[src/rtl/pacoblaze_io_pkg.sv]
// Shared types and default addresses for the pacoblaze I/O and interrupt peripheral.
package pacoblaze_io_pkg;

  // Default port_id addresses of the interrupt controller registers.
  localparam logic [7:0] IO_IRQ_STAT_ADDR_DEF = 8'hF0;
  localparam logic [7:0] IO_IRQ_MASK_ADDR_DEF = 8'hF1;

  // Interrupt acknowledge handshake: SERVICE holds the request low until the ISR clears pending.
  typedef enum logic {
    IO_IDLE    = 1'b0,
    IO_SERVICE = 1'b1
  } io_state_e;

endpackage : pacoblaze_io_pkg

[src/rtl/io_sync2.sv]
// Parametrised-width two-flop synchroniser for asynchronous inputs.
module io_sync2 #(
  parameter int W = 8
) (
  input  logic         clk,
  input  logic         rst_n,
  input  logic [W-1:0] d_i,
  output logic [W-1:0] q_o
);

  logic [W-1:0] meta_q;
  logic [W-1:0] sync_q;

  // Two register stages; the first may go metastable, the second gives it a cycle to settle.
  always_ff @(posedge clk or negedge rst_n) begin
    if (!rst_n) begin
      meta_q <= '0;
      sync_q <= '0;
    end else begin
      // NOTE: non-blocking assignments so sync_q takes the old meta_q, forming a real two-stage chain.
      meta_q <= d_i;
      sync_q <= meta_q;
    end
  end

  assign q_o = sync_q;

endmodule : io_sync2

[src/rtl/pacoblaze_io.sv]
// Port-mapped output registers, synchronised input ports and an edge-triggered
// interrupt controller (mask, write-1-to-clear pending, ack handshake) for pacoblaze.
module pacoblaze_io
  import pacoblaze_io_pkg::*;
#(
  parameter int               WIDTH         = 8,
  parameter int               N_OUT         = 4,
  parameter int               N_IN          = 4,
  parameter int               N_IRQ         = 8,
  parameter logic [WIDTH-1:0] BASE_OUT      = '0,
  parameter logic [WIDTH-1:0] BASE_IN       = '0,
  parameter logic [WIDTH-1:0] IRQ_STAT_ADDR = WIDTH'(IO_IRQ_STAT_ADDR_DEF),
  parameter logic [WIDTH-1:0] IRQ_MASK_ADDR = WIDTH'(IO_IRQ_MASK_ADDR_DEF),
  parameter bit               IRQ_RISING    = 1'b1
) (
  input  logic                   MCKO,
  input  logic                   nRST,
  input  logic [WIDTH-1:0]       port_id,
  input  logic                   write_strobe,
  input  logic                   read_strobe,
  input  logic [WIDTH-1:0]       out_port,
  output logic [WIDTH-1:0]       in_port,
  output logic                   interrupt,
  input  logic                   interrupt_ack,
  output logic [N_OUT*WIDTH-1:0] pins_out,
  input  logic [N_IN*WIDTH-1:0]  pins_in,
  input  logic [N_IRQ-1:0]       irq_src
);

  logic [N_OUT*WIDTH-1:0] out_q, out_d;
  logic [N_IN*WIDTH-1:0]  pins_sync;
  logic [N_IRQ-1:0]       irq_sync, irq_hist_q, irq_edge;
  logic [N_IRQ-1:0]       pending_q, pending_d;
  logic [N_IRQ-1:0]       mask_q, mask_d;
  logic [N_IRQ-1:0]       stat_clr;
  logic                   irq_q, irq_d;
  io_state_e              state_q, state_d;
  logic                   wr_stat, wr_mask;

  // The core samples in_port regardless of read_strobe, so the strobe has no effect here.
  logic unused_read_strobe;
  assign unused_read_strobe = read_strobe;

  io_sync2 #(.W(N_IN*WIDTH)) u_pin_sync (
    .clk   (MCKO),
    .rst_n (nRST),
    .d_i   (pins_in),
    .q_o   (pins_sync)
  );

  io_sync2 #(.W(N_IRQ)) u_irq_sync (
    .clk   (MCKO),
    .rst_n (nRST),
    .d_i   (irq_src),
    .q_o   (irq_sync)
  );

  assign wr_stat  = write_strobe && (port_id == IRQ_STAT_ADDR);
  assign wr_mask  = write_strobe && (port_id == IRQ_MASK_ADDR);
  assign stat_clr = wr_stat ? out_port[N_IRQ-1:0] : {N_IRQ{1'b0}};
  assign irq_edge = IRQ_RISING ? (irq_sync & ~irq_hist_q) : (~irq_sync & irq_hist_q);

  // Output register decode and interrupt register next-state; an edge wins over a same-cycle clear.
  always_comb begin
    // NOTE: every combinational output gets a default first so no path can infer a latch.
    out_d     = out_q;
    for (int k = 0; k < N_OUT; k++) begin
      if (write_strobe && (port_id == BASE_OUT + WIDTH'(k))) begin
        out_d[k*WIDTH +: WIDTH] = out_port;
      end
    end
    mask_d    = wr_mask ? out_port[N_IRQ-1:0] : mask_q;
    pending_d = (pending_q & ~stat_clr) | irq_edge;
  end

  // Ack handshake: request is held low from ack until the ISR writes the pending register.
  always_comb begin
    state_d = state_q;
    irq_d   = 1'b0;
    unique case (state_q)
      IO_IDLE: begin
        if (interrupt_ack) state_d = IO_SERVICE;
        else               irq_d   = |(pending_q & mask_q);
      end
      IO_SERVICE: begin
        if (wr_stat) state_d = IO_IDLE;
      end
      default: state_d = IO_IDLE;
    endcase
  end

  // All peripheral state; reset clears everything, discarding any in-flight write.
  always_ff @(posedge MCKO or negedge nRST) begin
    if (!nRST) begin
      out_q      <= '0;
      irq_hist_q <= '0;
      pending_q  <= '0;
      mask_q     <= '0;
      irq_q      <= 1'b0;
      state_q    <= IO_IDLE;
    end else begin
      out_q      <= out_d;
      irq_hist_q <= irq_sync;
      pending_q  <= pending_d;
      mask_q     <= mask_d;
      irq_q      <= irq_d;
      state_q    <= state_d;
    end
  end

  // Combinational read mux: status beats mask, mask beats the input ports, unmapped reads 0.
  always_comb begin
    in_port = '0;
    if (port_id == IRQ_STAT_ADDR) begin
      in_port[N_IRQ-1:0] = pending_q;
    end else if (port_id == IRQ_MASK_ADDR) begin
      in_port[N_IRQ-1:0] = mask_q;
    end else begin
      for (int k = 0; k < N_IN; k++) begin
        if (port_id == BASE_IN + WIDTH'(k)) in_port = pins_sync[k*WIDTH +: WIDTH];
      end
    end
  end

  assign pins_out  = out_q;
  assign interrupt = irq_q;

endmodule : pacoblaze_io

[config.mk]
export PLATFORM = sky130hd
export DESIGN_NAME = pacoblaze_io
export DESIGN_NICKNAME = d
export VERILOG_FILES = /design/src/rtl/pacoblaze_io_pkg.sv /design/src/rtl/io_sync2.sv /design/src/rtl/pacoblaze_io.sv
export SDC_FILE = /design/constraint.sdc
export NUM_CORES = 1
export LEC_CHECK = 0
export CAP_MARGIN = 20
export CORE_ASPECT_RATIO = 0.6
export CORE_MARGIN = 2
export CORE_UTILIZATION = 40
export DETAILED_ROUTE_END_ITERATION = 10
export PLACE_DENSITY_LB_ADDON = 0.12
export SKIP_LAST_GASP = 1
export SLEW_MARGIN = 5
export SYNTH_ARGS = -nofsm -noshare
export SYNTH_HDL_FRONTEND = slang
export SYNTH_SLANG_ARGS = --single-unit
[constraint.sdc]
create_clock -name MCKO -period 2.7 [get_ports MCKO]
set_input_delay 0.81 -clock MCKO [delete_from_list [all_inputs] [get_ports MCKO]]
set_output_delay 0.81 -clock MCKO [all_outputs]
set_load 0.01 [all_outputs]
==> results of run 1 <==
worst paths after layout:
kind | start | end | slack (ns) | cells past startpoint
worst max-delay path | port_id[6] | in_port[4] | -0.09 | 6
max in group asynchronous | nRST | mask_q[2]$_DFFE_PN0P_ | 1.77 | 2
worst max register to register | pending_q[5]$_DFF_PN0_ | interrupt$_DFF_PN0_ | 1.51 | 3
worst min register to register | u_pin_sync.meta_q[16]$_DFF_PN0_ | u_pin_sync.q_o[16]$_DFF_PN0_ | 0.35 | 0
worst min-delay path | nRST | pins_out[20]$_DFFE_PN0P_ | 0.33 | 1
min in group MCKO | u_pin_sync.meta_q[16]$_DFF_PN0_ | u_pin_sync.q_o[16]$_DFF_PN0_ | 0.35 | 0
per-stage QoR:
| stage | cells | cell area [um^2] | setup slack, ns | power [W] | setup TNS [ns] |
|---|---|---|---|---|---|
| final | 624 | 6970 | -0.0867 | 0.00472 | -0.332 |
| after global routing | 624 | 6970 | -0.125 | 0.00492 | -0.793 |
| after CTS | 623 | 6890 | -0.134 | 0.00477 | -0.855 |
| after detailed placement | 585 | 6220 | -0.926 | 0.00256 | -12.41 |
| after global placement | 585 | 6220 | -0.908 | 0.00255 | -11.49 |
| after floorplan | 309 | 4820 | 0.0106 | 0.00232 | 0 |
routing by layer:
| metal | routed length, um | GRT usage | up-vias |
|---|---|---|---|
| met5 | 0 | 0 | - |
| met2 | 4490 | 0.258 | 77 |
| met3 | 606 | 0.0613 | 7 |
| met4 | 68 | 0.0455 | 0 |
| li1 | - | - | 1375 |
| met1 | 5150 | 0.247 | 1513 |
worst register-to-register path, delay by kind of cell (launching register included):
kind,cells,cell delay (ns)
AOI/OAI and AO/OA,3,0.63
DFF,1,0.41
layout by cell type (no fill, tap or decap), types with 3 or more instances in the layout:
| master | n |
|---|---|
| clkbuf_8 | 4 |
| a221o_1 | 6 |
| mux2_2 | 32 |
| buf_12 | 7 |
| a22o_1 | 9 |
| buf_4 | 16 |
| clkbuf_16 | 17 |
| nor3_4 | 3 |
| buf_6 | 15 |
| or2_4 | 3 |
| dfrtp_1 | 138 |
| nand2b_1 | 8 |
| o21ai_2 | 6 |
| buf_2 | 7 |
| nand2_1 | 17 |
| o21ai_0 | 7 |
| clkinvlp_4 | 3 |
| mux2_4 | 8 |
| o2111a_1 | 6 |
| clkdlybuf4s50_1 | 83 |
| o22ai_2 | 7 |
| inv_1 | 22 |
cell type report:
| cell class | instances | area [um^2] | area share |
|---|---|---|---|
| flip-flops and latches | 138 | 3450 | 0.495 |
| clock buffers | 23 | 488 | 0.0700 |
| multi-input cells | 142 | 1330 | 0.191 |
| inverters | 22 | 82.6 | 0.0118 |
| well taps | 160 | 200 | 0.0287 |
| clock inverters | 9 | 88.8 | 0.0127 |
| repair buffers | 130 | 1330 | 0.190 |
power groups by stage:
stage	clock network, W	registers (W)	logic (W)
final	0.00218	0.00220	0.000335
after floorplan	0	0.00224	0.0000824
after global placement	0	0.00224	0.000312
after global routing	0.00234	0.00221	0.000366
after CTS	0.00223	0.00220	0.000329
after detailed placement	0	0.00224	0.000317
timing repair:
action	in CTS	in global routing
endpoints found under the setup margin	8	8
gates cloned	2	1
setup buffers	4	0
pin swaps	17	15
gates resized for setup	90	29
synthesized netlist by cell type:
cell       instances
a21o_1             2
a21oi_1            1
a221o_1            6
a221oi_1           1
a22o_1             9
a22oi_1            2
a2bb2oi_1          2
a311oi_1           1
a32o_1             2
and2_2             1
and4_2             1
buf_2              1
buf_4              1
buf_6              1
clkbuf_1           6
dfrtp_1          138
inv_1             22
mux2_2            32
mux2_4             8
nand2_1           18
nand2_4            1
nand2b_1           8
nand3_1            2
nand4_1            1
nand4_2            1
nand4b_2           1
nor2_1             1
nor2_2             1
nor3_2             2
nor3_4             2
nor3b_2            1
nor4_4             1
o2111a_1           6
o21ai_0           14
o22ai_1            8
or2_1              1
or2_2              2
or3b_2             1
cell families (layout without fill, tap and decap cells):
group | Yosys count | in the layout | synth area share
mux | 40 | 40 | 0.100
flops | 138 | 138 | 0.720
buf+inv | 31 | 184 | 0.0269
simple gates | 46 | 48 | 0.0655
compound gates | 54 | 54 | 0.0869
sequential cells by signal, indices dropped and copies added, names as in the netlist:
name	count
u_pin_sync.q_o	32
state_q	1
irq_hist_q	8
pins_out	32
pending_q	8
u_irq_sync.meta_q	8
u_pin_sync.meta_q	32
interrupt	1
u_irq_sync.q_o	8
mask_q	8
==> flow_metrics.env, run 1 <==
export IMPL_cts_max_level=4
export IMPL_tightest_slew_ns=0.413
export IMPL_yosys_top_cells_area="dfrtp_1, mux2_2, mux2_4"
export IMPL_p_clk_frac=0.462
export IMPL_grt_pass1_vias=3062
export IMPL_vias=2972
export IMPL_grt_pass1_wl_um=16600
export IMPL_violations="negative setup slack"
export IMPL_slowest_stage="nor4_4"
export IMPL_cts_sinks=138
export IMPL_io_pins=102
export IMPL_grt_max_degree=54
export IMPL_maxClockFrequency_mhz=359
export IMPL_fin_crit_sh=1.03
export IMPL_nNetsFinal=512
export IMPL_fin_worst_skew_ns=0.00951
export IMPL_avgViaCountPerCell=4.76
export IMPL_utilization=0.607
export IMPL_p_leak_nw=3.22
export IMPL_rows=30
export IMPL_synth_area_leader_cell="dfrtp_1"
export IMPL_relSlewSlack=0.725
export IMPL_numPortBuffers=100
export IMPL_dp_hpwl_um=7130
export IMPL_avgSynthCellArea_um2=15.5
export IMPL_hold_worst_slack_ns=0.326
export IMPL_coreArea_um2=11500
export IMPL_path_class="primary input to primary output"
export IMPL_cp_start_kind="primary input"
export IMPL_first_iter_violations=144
export IMPL_yosysWarnings=0
export IMPL_ys_types=38
export IMPL_die_h_um=88.8
export IMPL_synth_nets=370
export IMPL_place_congestion=0.780
export IMPL_p_per_area_nw_per_um2=677
export IMPL_fillers=906
export IMPL_postCtsHoldBufs=0
export IMPL_p_comb_frac=0.071
export IMPL_die_w_um=145
export IMPL_cts_max_path_buffers=2
export IMPL_syn_inst=309
export IMPL_start_util=0.417
export IMPL_status="complete, but fails checks"
export IMPL_dieArea_um2=12900
export IMPL_synth_area_um2=4790
export IMPL_wirelength_um=10300
export IMPL_ir_drop_uv=391
export IMPL_slowest_delay_ns=0.30
export IMPL_final_layout_size_suffix_gt1_frac=0.319
export IMPL_p_int_w=0.00372
export IMPL_worst_ep_required_time_ns=1.89
export IMPL_wl_per_cell_um=16.5
export IMPL_synth_seq_cells=138
export IMPL_rsz0062_at_grt="true"
export IMPL_n_antenna_cell=0
export IMPL_crit_chain="buf_8 -> nor4_4 -> and2_4 -> o2111a_1 -> a221o_1 -> buf_2"
export IMPL_worst_slack_ns=-0.0867
export IMPL_path_buf_inv=2
export IMPL_period_needed_ns=2.79
export IMPL_swShare=0.212
export IMPL_synth_top_area_frac=0.720
export IMPL_power_switching_w=0.00100
export IMPL_clk_pin_slew_ns=0.06
export IMPL_cp_max_fo=8
export IMPL_drc=0
export IMPL_drtAntennaViolNets=0
export IMPL_antenna_found_initial=0
export IMPL_cts_tree="built"
export IMPL_maxCapViolCount=0
export IMPL_globalRouteOverflowTotal=0
export IMPL_area_growth_synth_to_final_pct=45.4
export IMPL_critPathTopFamily="simple AND/OR/NAND/NOR gates"
export IMPL_cts_root_buf="clkbuf_16"
export IMPL_dr_pass1_iters=4
export IMPL_numCtsBuffers=17
export IMPL_hold_violations=0
export IMPL_p_seq_frac=0.467
export IMPL_setup_viol=8
export IMPL_clkLatencyLatePin_ns=0.40
export IMPL_grt_total_usage=0.174
export IMPL_end_kind="primary output"
export IMPL_hold_path_class="primary input to async pin"
export IMPL_drv_slew=0
export IMPL_crit_arrival_ns=1.98
export IMPL_yosysSeqAreaShare=0.720
No activity file was read; power rests on OpenSTA's default activity.
==> inputs of run 2 (changes only) <==
Settings changed: MAX_ROUTING_LAYER set to met4, PLACE_DENSITY_LB_ADDON 0.12 to 0.05.
==> run 2 against run 1 <==
  * The flow still finishes with violations (negative setup slack)
  * Clock power up 21%
  * Fmax decreased by 0.94%
  * Flip-flop and latch count unchanged
  * Power increased by 9.4%
  * Global-route usage is 0.88 points higher
  * Combinational power is 2% lower
  * Wire length is 0.53% higher
  * Final area increased by 0.68%
  * Non-clock buffer count is 3 higher
  * Utilization rose by 0.41 points
  * Sequential share of layout area shrank 0.34 points
  * Critical endpoint unchanged
==> flow_metrics.env, run 2 (same netlist as run 1, synthesis figures left out) <==
export IMPL_numCtsBuffers=17
export IMPL_hold_worst_slack_ns=0.335
export IMPL_setup_tns_ns=-0.683
export IMPL_status="complete, but fails checks"
export IMPL_rows=30
export IMPL_clkLatencyLatePin_ns=0.40
export IMPL_wirelength_um=10400
export IMPL_setup_viol=8
export IMPL_path_class="primary input to primary output"
export IMPL_wl_per_cell_um=16.6
export IMPL_power_total_w=0.00517
export IMPL_end_kind="primary output"
export IMPL_ir_drop_uv=410
export IMPL_maxCapViolCount=0
export IMPL_grt_pass1_vias=3065
export IMPL_p_comb_frac=0.063
export IMPL_crit_chain="buf_4 -> nor3b_4 -> buf_6 -> o21ai_0 -> o2111a_1 -> a221o_1 -> buf_2"
export IMPL_period_needed_ns=2.81
export IMPL_antenna_found_initial=0
export IMPL_area_growth_synth_to_final_pct=46.4
export IMPL_rsz0062_at_grt="true"
export IMPL_clk_pin_slew_ns=0.06
export IMPL_place_congestion=0.786
export IMPL_grt_total_usage=0.183
export IMPL_tightest_slew_ns=0.443
export IMPL_dr_pass1_iters=4
export IMPL_dp_hpwl_um=7080
export IMPL_dp_slack_ns=-0.931
export IMPL_n_antenna_cell=0
export IMPL_drv_slew=0
export IMPL_fin_area_um2=7020
export IMPL_drtAntennaViolNets=0
export IMPL_layout_commonest_cell="dfrtp_1"
export IMPL_start_util=0.417
export IMPL_cts_sinks=138
export IMPL_p_leak_nw=3.27
export IMPL_multi_input_area_um2=1270
export IMPL_vias=2998
export IMPL_first_iter_violations=174
export IMPL_p_seq_frac=0.426
export IMPL_nNetsFinal=514
export IMPL_slowest_stage="a221o_1"
export IMPL_numPortBuffers=100
export IMPL_violations="negative setup slack"
export IMPL_fin_worst_skew_ns=0.00527
export IMPL_maxClockFrequency_mhz=355
export IMPL_crit_arrival_ns=2.00
export IMPL_die_w_um=145
export IMPL_hold_path_class="primary input to async pin"
export IMPL_fin_crit_sh=1.04
export IMPL_power_switching_w=0.00105
export IMPL_worst_slack_ns=-0.113
export IMPL_final_cell_mix="dfrtp_1, clkdlybuf4s50_1, mux2_2"
export IMPL_hold_violations=0
export IMPL_die_h_um=88.8
export IMPL_drc=0
export IMPL_worst_r2r_path_depth=3
export IMPL_p_int_w=0.00412
export IMPL_swShare=0.203
export IMPL_cts_tree="built"
export IMPL_ff_latch_area_um2=3450
export IMPL_cp_start_kind="primary input"
export IMPL_relSlewSlack=0.704
export IMPL_p_per_area_nw_per_um2=736
export IMPL_cts_max_path_buffers=2
export IMPL_io_pins=102
export IMPL_coreArea_um2=11500
export IMPL_p_clk_frac=0.510
export IMPL_avgViaCountPerCell=4.79
export IMPL_grt_max_degree=51
export IMPL_worst_ep_required_time_ns=1.89
export IMPL_placed_area_um2=6240
export IMPL_dieArea_um2=12900
export IMPL_slowest_delay_ns=0.29
export IMPL_cts_root_buf="clkbuf_16"
export IMPL_grt_pass1_wl_um=16800
export IMPL_cts_max_level=4
export IMPL_globalRouteOverflowTotal=0
export IMPL_final_layout_size_suffix_gt1_frac=0.303
export IMPL_fillers=905
export IMPL_cp_max_fo=5
-- run 2: changes by cell type in the layout (fill, tap and decap cells not counted), sizes merged --
cell	change
bufinv	+5
clkinv	-3
nand2	-1
buf	+3
clkbuf	-4
inv	+2
-- run 2: critical path, delay by kind of cell --
family | cells | cell delay, ns
buffers and inverters | 3 | 0.43
AO/OA/AOI/OAI | 3 | 0.53
AND/OR/NAND/NOR | 1 | 0.22
-- run 2: power by group through the flow --
stage               combinational [W]  clock [W]  sequential [W]
floorplan                   0.0000824          0         0.00224
global placement             0.000314          0         0.00224
detailed placement           0.000319          0         0.00224
CTS                          0.000328    0.00269         0.00220
global route                 0.000358    0.00280         0.00221
finish                       0.000327    0.00264         0.00220
-- run 2: routing by layer --
| layer | vias to the layer above | wire (um) | global-route usage |
|---|---|---|---|
| met5 | - | 0 | - |
| met4 | 0 | 89 | 0.0695 |
| met3 | 11 | 606 | 0.0572 |
| met2 | 90 | 4460 | 0.245 |
| met1 | 1516 | 5230 | 0.259 |
| li1 | 1381 | - | - |
-- run 2: cell type report --
class	count	area share
Clock buffer	19	0.0631
Clock inverter	13	0.0339
Inverter	22	0.0118
Multi-Input combinational cell	141	0.181
Sequential cell	138	0.492
Tap cell	160	0.0285
Timing Repair Buffer	133	0.190
-- run 2: final timing paths --
kind                                                       from                      endpoint  slack [ns]
worst max-delay path                                 port_id[3]                    in_port[4]       -0.11
worst min-delay path                                       nRST      pins_out[12]$_DFFE_PN0P_        0.34
worst max register to register           pending_q[5]$_DFF_PN0_           interrupt$_DFF_PN0_        1.45
worst min register to register  u_pin_sync.meta_q[18]$_DFF_PN0_  u_pin_sync.q_o[18]$_DFF_PN0_        0.35
max in group asynchronous                                  nRST   u_pin_sync.q_o[9]$_DFF_PN0_        1.76
min in group MCKO               u_pin_sync.meta_q[18]$_DFF_PN0_  u_pin_sync.q_o[18]$_DFF_PN0_        0.35
-- run 2: repair_timing --
item	CTS	global route
setup endpoints to repair	8	8
hold buffers	0	0
cloned	1	0
buffers inserted	6	0
endpoints found under the hold margin	0	0
pin swaps	9	6
gates resized for setup	79	19
-- run 2: per-stage QoR --
step	instances	util
after detailed placement	587	0.543
final	626	0.611
after global routing	626	0.611
after global placement	587	0.543
after floorplan	309	-
after CTS	626	0.608
==> inputs of run 3 (changes only) <==
Settings changed: REMOVE_ABC_BUFFERS set to 1.
==> run 3 against run 2 <==
  * The flow still finishes with violations (negative setup slack)
  * Wire length is 0.53% higher
  * Clock-buffer cell count is 2 lower
  * Critical path depth is 1 higher
  * Clock skew hardly changed
  * Critical endpoint is now in_port[1]
  * Largest power group unchanged
==> flow_metrics.env, run 3 (same netlist as run 1, synthesis figures left out) <==
export IMPL_vias=2984
export IMPL_n_antenna_cell=0
export IMPL_setup_viol=8
export IMPL_path_class="primary input to primary output"
export IMPL_grt_pass1_wl_um=17000
export IMPL_violations="negative setup slack"
export IMPL_maxClockFrequency_mhz=344
export IMPL_clkLatencyLatePin_ns=0.41
export IMPL_area_growth_synth_to_final_pct=45.2
export IMPL_antenna_found_initial=0
export IMPL_setup_tns_ns=-1.09
export IMPL_fin_crit_sh=1.08
export IMPL_avgViaCountPerCell=4.74
export IMPL_die_w_um=145
export IMPL_numPortBuffers=100
export IMPL_rrSetupSlack_ns=1.53
export IMPL_dr_pass1_iters=4
export IMPL_worst_r2r_path_depth=3
export IMPL_first_iter_violations=174
export IMPL_crit_arrival_ns=2.09
export IMPL_ir_drop_uv=454
export IMPL_postCtsHoldBufs=0
export IMPL_relSlewSlack=0.646
export IMPL_slowest_delay_ns=0.31
export IMPL_numCtsBuffers=17
export IMPL_rsz0062_at_grt="true"
export IMPL_dp_hpwl_um=6960
export IMPL_cts_tree="built"
export IMPL_worst_slack_ns=-0.204
export IMPL_die_h_um=88.8
export IMPL_wirelength_um=10400
export IMPL_globalRouteOverflowTotal=0
export IMPL_period_needed_ns=2.90
export IMPL_rows=30
export IMPL_worst_ep_required_time_ns=1.89
export IMPL_status="complete, but fails checks"
export IMPL_cts_sinks=138
export IMPL_hold_violations=0
export IMPL_path_buf_inv=4
export IMPL_start_util=0.417
export IMPL_fin_area_um2=6960
export IMPL_wl_per_cell_um=16.6
export IMPL_slowest_stage="nor4_4"
export IMPL_drv_slew=0
export IMPL_final_cell_mix="dfrtp_1, clkdlybuf4s50_1, mux2_2"
export IMPL_dieArea_um2=12900
export IMPL_clk_pin_slew_ns=0.07
export IMPL_grt_total_usage=0.182
export IMPL_cp_start_kind="primary input"
export IMPL_critPathTopFamily="simple AND/OR/NAND/NOR gates"
export IMPL_rr_endpoint="interrupt$_DFF_PN0_"
export IMPL_fillers=926
export IMPL_p_per_area_nw_per_um2=693
export IMPL_layout_commonest_cell="dfrtp_1"
export IMPL_maxCapViolCount=0
export IMPL_place_congestion=0.753
export IMPL_grt_max_degree=58
export IMPL_cp_max_fo=3
export IMPL_coreArea_um2=11500
export IMPL_drtAntennaViolNets=0
export IMPL_cts_max_path_buffers=2
export IMPL_drc=0
export IMPL_cts_max_level=4
export IMPL_p_leak_nw=3.26
export IMPL_end_kind="primary output"
export IMPL_crit_chain="buf_8 -> nor4_4 -> and2_4 -> buf_12 -> buf_6 -> o2111a_1 -> a221o_1 -> buf_6"
export IMPL_hold_path_class="primary input to async pin"
export IMPL_final_layout_size_suffix_gt1_frac=0.313
export IMPL_io_pins=102
export IMPL_nNetsFinal=518
export IMPL_reg2reg_from="pending_q[5]$_DFF_PN0_"
export IMPL_placed_area_um2=6220
export IMPL_cp_common_cell="buf_6"
export IMPL_cts_root_buf="clkbuf_16"
export IMPL_grt_pass1_vias=3092
export IMPL_fin_worst_skew_ns=0.00531
export IMPL_tightest_slew_ns=0.531
-- run 3: changes by cell type in the layout (fill, tap and decap cells not counted), moves of 2 or more --
| cell | before | now |
|---|---|---|
| buf_4 | 19 | 26 |
| bufinv_16 | 6 | 1 |
| buf_6 | 11 | 7 |
| inv_8 | 0 | 4 |
| clkinv_8 | 0 | 2 |
| inv_6 | 3 | 5 |
| o21ai_1 | 2 | 0 |
-- run 3: cell type report --
type,instances,area [um^2],share of cell area
inverter,22,82.6,0.0119
tap,160,200,0.0288
sequential,138,3450,0.496
clock inverter,15,175,0.0252
timing repair buffer,137,1360,0.195
multi-input combinational,141,1260,0.181
clock buffer,17,425,0.0611
-- run 3: worst reg2reg max path, cell delays in order (launching register included) --
cell	delay, ns
dfrtp_1	0.42
a22o_1	0.26
a221oi_1	0.21
a311oi_1	0.14
-- run 3: worst max path at each step --
stage,from,to,slack [ns],depth (start not counted)
final,port_id[4],in_port[1],-0.20,8
after global routing,port_id[4],in_port[1],-0.26,8
after CTS,port_id[6],in_port[1],-0.20,8
after detailed placement,port_id[5],in_port[1],-0.95,6
after global placement,port_id[5],in_port[1],-0.92,7
after floorplan,port_id[5],in_port[6],0.09,4
-- run 3: stage by stage --
stage | utilization | instances | setup slack (ns) | hold slack, ns | power [W]
after floorplan | - | 300 | 0.0913 | 0.331 | 0.00231
after global placement | 0.542 | 585 | -0.916 | 0.332 | 0.00255
after detailed placement | 0.542 | 585 | -0.952 | 0.335 | 0.00256
after CTS | 0.603 | 629 | -0.205 | 0.349 | 0.00489
after global routing | 0.606 | 630 | -0.258 | 0.353 | 0.00503
final | 0.606 | 630 | -0.204 | 0.348 | 0.00482
-- run 3: repair_timing --
| action | 4_1_cts | 5_1_grt |
|---|---|---|
| cloned | 1 | 0 |
| pin swaps | 8 | 3 |
| endpoints found under the setup margin | 8 | 8 |
| gates resized for setup | 87 | 7 |
| setup buffers | 11 | 1 |
-- run 3: report_power, final --
group	internal (W)	switching (W)	leakage, nW
clock	0.00132	0.000971	0.289
combinational	0.000183	0.000144	1.30
sequential	0.00216	0.0000371	1.67
-- run 3: layer usage --
layer	wire [um]	global-route usage
met2	4560	0.251
met4	98	0.0579
met1	5150	0.253
met3	626	0.0629
met5	0	-
